<file path="config.mk">
export PLATFORM = sky130hd
export DESIGN_NAME = b01_word_collector
export DESIGN_NICKNAME = d
export VERILOG_FILES = /design/src/rtl/b01_word_collector.sv
export SDC_FILE = /design/constraint.sdc
export NUM_CORES = 1
export LEC_CHECK = 0
export CAP_MARGIN = 20
export CORE_AREA = 2 2 52 54
export DETAILED_ROUTE_END_ITERATION = 10
export DIE_AREA = 0 0 54 56
export PLACE_DENSITY = 0.76
export SLEW_MARGIN = 40
export SYNTH_ARGS = -nofsm -noshare
export SYNTH_HDL_FRONTEND = slang
export SYNTH_SLANG_ARGS = --single-unit
</file>
<file path="constraint.sdc">
create_clock -name clock -period 4.1 [get_ports clock]
set_clock_uncertainty 0.05 [all_clocks]
set_input_delay 0.82 -clock clock [delete_from_list [all_inputs] [get_ports clock]]
set_output_delay 0.82 -clock clock [all_outputs]
set_load 0.1 [all_outputs]
</file>
<file path="src/rtl/b01_word_collector.sv">
// b01_word_collector
//   Serial-to-parallel collector placed after the b01 serial FSM. It gathers
//   WIDTH qualified bits LSB-first into a word and offers the word to a
//   consumer on a valid/ready port. It also keeps a sticky overrun flag and a
//   saturating count of overflow bits.
//
//   Optional feature macro: B01_COLLECT_OVFCNT_EN
//     defined   -> ovf_count is a saturating counter of qualified overflow bits
//     undefined -> no counter is built and ovf_count is tied to 0
//
// Parameters
//   WIDTH        bits per assembled word (minimum 2)
//   CNT_W        width of the overflow-event counter
// Ports
//   clock        clock; every state update happens on its rising edge
//   RESET_G      asynchronous active-high reset
//   OUTP_REG     serial data bit from the b01 stage
//   OVERFLW_REG  overflow flag from the b01 stage, aligned with OUTP_REG
//   bit_valid    qualifies OUTP_REG/OVERFLW_REG this cycle
//   sync_clr     frame realign; discards the partial word
//   word_ready   consumer accepts the held word this cycle
//   word_valid   holding register contains a word
//   word_data    assembled word, bit 0 is the first bit received
//   word_ovf     OR of OVERFLW_REG over the bits of word_data
//   overrun      sticky; a completed word was dropped
//   overrun_clr  synchronous clear of overrun (a set in the same cycle wins)
//   ovf_count    saturating count of qualified overflow bits

module b01_word_collector #(
    parameter int WIDTH = 8,
    parameter int CNT_W = 8
) (
    input  logic             clock,
    input  logic             RESET_G,
    input  logic             OUTP_REG,
    input  logic             OVERFLW_REG,
    input  logic             bit_valid,
    input  logic             sync_clr,
    input  logic             word_ready,
    output logic             word_valid,
    output logic [WIDTH-1:0] word_data,
    output logic             word_ovf,
    output logic             overrun,
    input  logic             overrun_clr,
    output logic [CNT_W-1:0] ovf_count
);

    localparam int BW = $clog2(WIDTH);

    typedef enum logic {C_IDLE, C_SHIFT} cstate_t;
    typedef enum logic {O_EMPTY, O_FULL} ostate_t;

    cstate_t          cstate, cstate_n;
    logic [BW-1:0]    bcnt, bcnt_n;
    logic [WIDTH-1:0] shreg, shreg_n;
    logic             acc, acc_n;
    logic             complete;
    logic             new_ovf;

    ostate_t          ostate, ostate_n;
    logic [WIDTH-1:0] data_q, data_n;
    logic             ovf_q, ovf_n;
    logic             overrun_q, overrun_n;
    logic             ovr_set;

    always_ff @(posedge clock or posedge RESET_G) begin
        if (RESET_G) begin
            cstate    <= C_IDLE;
            bcnt      <= '0;
            shreg     <= '0;
            acc       <= 1'b0;
            ostate    <= O_EMPTY;
            data_q    <= '0;
            ovf_q     <= 1'b0;
            overrun_q <= 1'b0;
        end else begin
            cstate    <= cstate_n;
            bcnt      <= bcnt_n;
            shreg     <= shreg_n;
            acc       <= acc_n;
            ostate    <= ostate_n;
            data_q    <= data_n;
            ovf_q     <= ovf_n;
            overrun_q <= overrun_n;
        end
    end

    // Collector: bcnt is 0 in IDLE, so the write at position bcnt serves both
    // states. The completing word is taken from shreg_n, which already holds
    // the final bit.
    always_comb begin
        cstate_n = cstate;
        bcnt_n   = bcnt;
        shreg_n  = shreg;
        acc_n    = acc;
        complete = 1'b0;
        new_ovf  = acc | OVERFLW_REG;
        if (sync_clr) begin
            cstate_n = C_IDLE;
            bcnt_n   = '0;
            acc_n    = 1'b0;
        end else if (bit_valid) begin
            shreg_n[bcnt] = OUTP_REG;
            if (cstate == C_SHIFT && bcnt == BW'(WIDTH - 1)) begin
                complete = 1'b1;
                cstate_n = C_IDLE;
                bcnt_n   = '0;
                acc_n    = 1'b0;
            end else begin
                cstate_n = C_SHIFT;
                bcnt_n   = bcnt + BW'(1);
                acc_n    = new_ovf;
            end
        end
    end

    // Output holding register: a consume and a new completion in the same
    // cycle reload directly so word_valid has no bubble.
    always_comb begin
        ostate_n = ostate;
        data_n   = data_q;
        ovf_n    = ovf_q;
        ovr_set  = 1'b0;
        case (ostate)
            O_EMPTY: begin
                if (complete) begin
                    ostate_n = O_FULL;
                    data_n   = shreg_n;
                    ovf_n    = new_ovf;
                end
            end
            O_FULL: begin
                if (word_ready) begin
                    if (complete) begin
                        data_n = shreg_n;
                        ovf_n  = new_ovf;
                    end else begin
                        ostate_n = O_EMPTY;
                    end
                end else if (complete) begin
                    ovr_set = 1'b1;
                end
            end
            default: ostate_n = O_EMPTY;
        endcase
        overrun_n = ovr_set | (overrun_q & ~overrun_clr);
    end

    assign word_valid = (ostate == O_FULL);
    assign word_data  = data_q;
    assign word_ovf   = ovf_q;
    assign overrun    = overrun_q;

`ifdef B01_COLLECT_OVFCNT_EN
    logic [CNT_W-1:0] cnt_q;

    // Counts every qualified overflow bit, including ones discarded by sync_clr.
    always_ff @(posedge clock or posedge RESET_G) begin
        if (RESET_G) begin
            cnt_q <= '0;
        end else if (bit_valid && OVERFLW_REG && cnt_q != '1) begin
            cnt_q <= cnt_q + CNT_W'(1);
        end
    end

    assign ovf_count = cnt_q;
`else
    assign ovf_count = '0;
`endif

endmodule

</file>
# == Word level (Yosys, flattened, before mapping) ==
# Cells that the tools add are included.
# word_totals
output_inout_bits,19
ff_bits,24
in_bits,8
elab_cells,49
# op_classes
magnitude_cmp,2
eq_ne,2
reduce_logical,3
bitwise_logic,5
n_addsub,1
muxes,28
# op_table
cell,n
$mux 8,4
$mux 1,16
$pmux 8 s2,1
$mux 3,3
$bwmux 8,1
$lt 3x4->1 const B,1
$pmux 1 s2,2
$add 3x1->3 const B,1
$demux 1 s3,1
$eq 3x3->1 const B,1
$ge 3x1->1 const B,1
$logic_and 1x1->1,2
$ne 2x2->1 const B,1
$not 1->1,2
$or 1x1->1,2
$reduce_bool 2->1,1
$and 1x1->1,1

# == Depth between registers and ports, before layout ==
# depth
word_depth,10
depth_mapped,7

# == Worst setup path before layout ==
# Ideal clock, no wire load.
# synth_path
path_type,input -> register
startpoint,in sync_clr
endpoint,reg data_q[4] (netlist: word_data[4])
arrival_ns,1.632
path_stages,4
required_ns,3.918
slack_ns,2.285
setup_ns,0.132
path_cell_list,buf_6 > or3b_4 > o21ai_0 > a31oi_1
# synth_via
elab_chain_len,4
# synth_lines
item,line_no,text
from (decl),38,"input logic sync_clr,"
$mux 8 or $mux 1 (tied branches),98,if (sync_clr) begin
$mux 8 (*),"126, 134",
$mux 8,133,if (word_ready) begin
$pmux 8 s2 (*),124,case (ostate)
to (signal assigned),82,data_q <= data_n;
to (decl),61,"logic [WIDTH-1:0] data_q, data_n;"
# Mark *: on every way between the ends. The rest lies on a longest branch, timed or not. The select of a mux whose other input is x is not followed.
# A chain may end at the register's enable or synchronous reset.

# == Worst setup path in the final report ==
# layout_path
startpoint,in bit_valid
endpoint,reg data_q[1] (netlist: word_data[1])
# layout_via
elab_chain_len,5
# layout_lines
item,line_no,text
from (decl),37,"input logic bit_valid,"
$mux 8 or $mux 1 (tied branches),102,end else if (bit_valid) begin
$mux 8 or $mux 1 (tied branches),98,
$mux 8 (*),"126, 134",
$mux 8,133,
$pmux 8 s2 (*),124,
# Marks and branches as above.

==> results.sh <==
export IMPL_synth_distinct_cells=28
export IMPL_wl_mm=2.16
export IMPL_drt_initial_drc_count=17
export IMPL_setup_ws_ns=1.85
export IMPL_irDropWorstVdd_mv=0.208
export IMPL_multi_input_area_um2=468
export IMPL_path_cells="clkdlybuf4s50_1 -> and4b_1 -> and2_4 -> a31oi_1"
export IMPL_drive_gt1_share_pct=16.2
export IMPL_cts_max_path_buffers=2
export IMPL_clkLatencyLatePin_ns=0.31
export IMPL_place_ws_ns=1.53
export IMPL_grt_pass1_vias=819
export IMPL_power_density_mw_per_mm2=359
export IMPL_grt_usage_pct=16.4
export IMPL_post_cts_buffers=0
export IMPL_overflow=0
export IMPL_setup_violations=0
export IMPL_rsz0062_at_grt="no"
export IMPL_dieArea_mm2=0.00302
export IMPL_hold_violations=0
export IMPL_vias=872
export IMPL_regArea_um2=601
export IMPL_worstSetupPathType="in -> reg"
export IMPL_ys_ff_latch=24
export IMPL_power_frac_comb_pct=16.6
export IMPL_die_height_um=56
export IMPL_fp_coreArea_mm2=0.00243
export IMPL_first_pass_iters=4
export IMPL_finalMaxSlewViolations=0
export IMPL_power_share_clock_pct=26.4
export IMPL_p_leak_nw=0.654
export IMPL_setup_tns_ns=0
export IMPL_ys_seq_area_share_pct=51.6
export IMPL_p_switching_w=0.000133
export IMPL_required_ns=4.23
export IMPL_p_int_w=0.000324
export IMPL_cts_root_buf="clkbuf_4"
export IMPL_cts_htree_levels=1
export IMPL_remaining_drc_errors=0
export IMPL_antenna_found_initial=0
export IMPL_holdBufCountCts=0
export IMPL_rows=18
export IMPL_cp_slowest_stage_delay_ns=0.71
export IMPL_grt_pass1_wl_mm=3.69
export IMPL_wl_per_cell_um=13.5
export IMPL_dp_hpwl_mm=1.55
export IMPL_syn_avg_cell_area_um2=10.0
export IMPL_syn_to_final_growth_pct=9.45
export IMPL_ioPinCount=27
export IMPL_period_needed_ns=2.25
export IMPL_cts_tree="done"
export IMPL_syn_inst=116
export IMPL_cp_num_buf_inv=1
export IMPL_nFillCells=236
export IMPL_grt_max_degree=25
export IMPL_post_cts_resized=0
export IMPL_path_delay_family="simple AND/OR/NAND/NOR gates"
export IMPL_period_share_pct=54.9
export IMPL_clkTransAtPathRegs_ns=0.13
export IMPL_fin_hold_ws_ns=0.456
export IMPL_seqPwrFrac_pct=57.0
export IMPL_p_sw_share_pct=29.1
export IMPL_status="finished clean"
export IMPL_n_antenna_cell=0
export IMPL_finalPower_w=0.000457
export IMPL_place_gp_congestion=0.835
export IMPL_cp_arrival_ns=2.39
export IMPL_initial_core_util_pct=47.9
export IMPL_worstPathMaxFanout=13
export IMPL_ant_nets=0
export IMPL_maxCapViolCount=0
export IMPL_yosys_warnings=0
export IMPL_fin_nets=141
export IMPL_post_route_util_pct=52.4
export IMPL_worst_setup_path_start_kind="primary input"
export IMPL_die_w_um=54
export IMPL_max_freq_mhz=444
export IMPL_via_per_inst=5.45
export IMPL_cts_buffers=3
export IMPL_worstSetupEndpointType="flip-flop"
export IMPL_cp_slowest_cell="clkdlybuf4s50_1"
export IMPL_place_port_buffers=18
export IMPL_cts_sinks=24
export IMPL_hp_class="reg -> reg"
export IMPL_netlist_area_mm2=0.00116
==> cell usage in the layout (no fill, tap or decap), drive strengths merged <==
cell type and count:
nand4b 1, nor2 4, clkdlybuf4s50 7, nor2b 3, or3b 1, o21a 1, and4bb 1, nand3b 1
ha 2, conb 8, nand2 17, nand2b 4, and4b 2, mux2i 2, o21ai 6, a21oi 13
nand3 3, o31ai 2, clkbuf 4, o22ai 1, inv 2, a31oi 9, and2 1, buf 11
dfrtp 24
==> sequential cells by signal, indices dropped and copies added (netlist names) <==
register,flops
bcnt,3
word_valid,1
word_data,8
shreg,8
cstate,1
word_ovf,1
acc,1
overrun,1
==> layer usage <==
| metal | GRT usage, % | vias up | wire length (um) |
|---|---|---|---|
| met5 | 0 | - | 0 |
| met4 | 5.36 | 0 | 25 |
| met3 | 2.42 | 4 | 117 |
| met2 | 25.4 | 32 | 1040 |
| met1 | 23.2 | 414 | 983 |
| li1 | - | 422 | - |
==> kinds of logic (layout without fill, tap and decap cells) <==
| family | count (synthesis) | count (layout) | synth area share, % |
|---|---|---|---|
| adder cells (fa/ha/maj) | 2 | 2 | 2.15 |
| AND/OR/NAND/NOR | 38 | 38 | 17.8 |
| multiplexers | 2 | 2 | 1.72 |
| flip-flops | 24 | 24 | 51.6 |
| other | 1 | 8 | 0.322 |
| AO/OA/AOI/OAI | 32 | 32 | 15.9 |
| buffers and inverters | 17 | 24 | 10.5 |
==> final cells by class <==
| cell class | count | share of cell area (%) |
|---|---|---|
| tap | 30 | 2.94 |
| multi-input combinational | 82 | 36.7 |
| clock buffer | 4 | 2.85 |
| timing repair buffer | 18 | 9.81 |
| inverter | 2 | 0.589 |
| sequential | 24 | 47.1 |
==> worst reg2reg max path, stage by stage (launching register included) <==
cell and delay, ns:
dfrtp_1 0.61, ha_1 0.23, ha_1 0.23, and4b_1 0.45
and2_4 0.28, a31oi_1 0.09
==> cell usage after synthesis <==
cell type,number,area share (%)
nand2_1,17,5.5
o22ai_1,1,0.54
nand3_1,3,1.3
buf_4,9,5.8
inv_1,2,0.64
dfrtp_1,24,52
nand3b_1,1,0.64
or3b_4,1,0.97
buf_2,2,0.86
o21a_1,1,0.64
buf_6,3,2.9
a31oi_1,9,4.8
nor2b_1,3,1.6
and4b_2,1,0.97
clkbuf_1,1,0.32
ha_1,2,2.1
nand4b_1,1,0.75
o31ai_1,1,0.64
conb_1,1,0.32
and2_4,1,0.75
and4b_1,1,0.86
mux2i_1,2,1.7
nand2b_1,4,2.1
o31ai_2,1,1.1
o21ai_0,6,2.6
and4bb_2,1,1.1
nor2_1,4,1.3
a21oi_1,13,5.6
==> per-stage QoR <==
step / instance area [um2] / std cells
floorplan: 1190 / 123
global placement: 1290 / 156
detailed placement: 1240 / 156
CTS: 1270 / 160
global route: 1270 / 160
finish: 1270 / 160
==> path summary, 6_finish.rpt <==
kind                       startpoint           end  slack [ns]  cells past startpoint
hold / removal               shreg[0]      shreg[0]        0.46                      2
min in group asynchronous     RESET_G  word_data[6]        0.79                      2
hold reg to reg              shreg[0]      shreg[0]        0.46                      2
max in group asynchronous     RESET_G       bcnt[0]        2.87                      2
setup / recovery            bit_valid  word_data[1]        1.85                      4
setup reg to reg              bcnt[1]  word_data[1]        2.04                      5
==> power groups by stage <==
stage	sequential, W	combinational (W)	clock [W]
CTS	0.000260	0.0000770	0.000127
detailed placement	0.000265	0.0000772	0
floorplan	0.000262	0.0000700	0
global route	0.000262	0.0000839	0.000138
finish	0.000260	0.0000761	0.000121
global placement	0.000264	0.0000753	0
No activity file was read; power rests on OpenSTA's default activity.
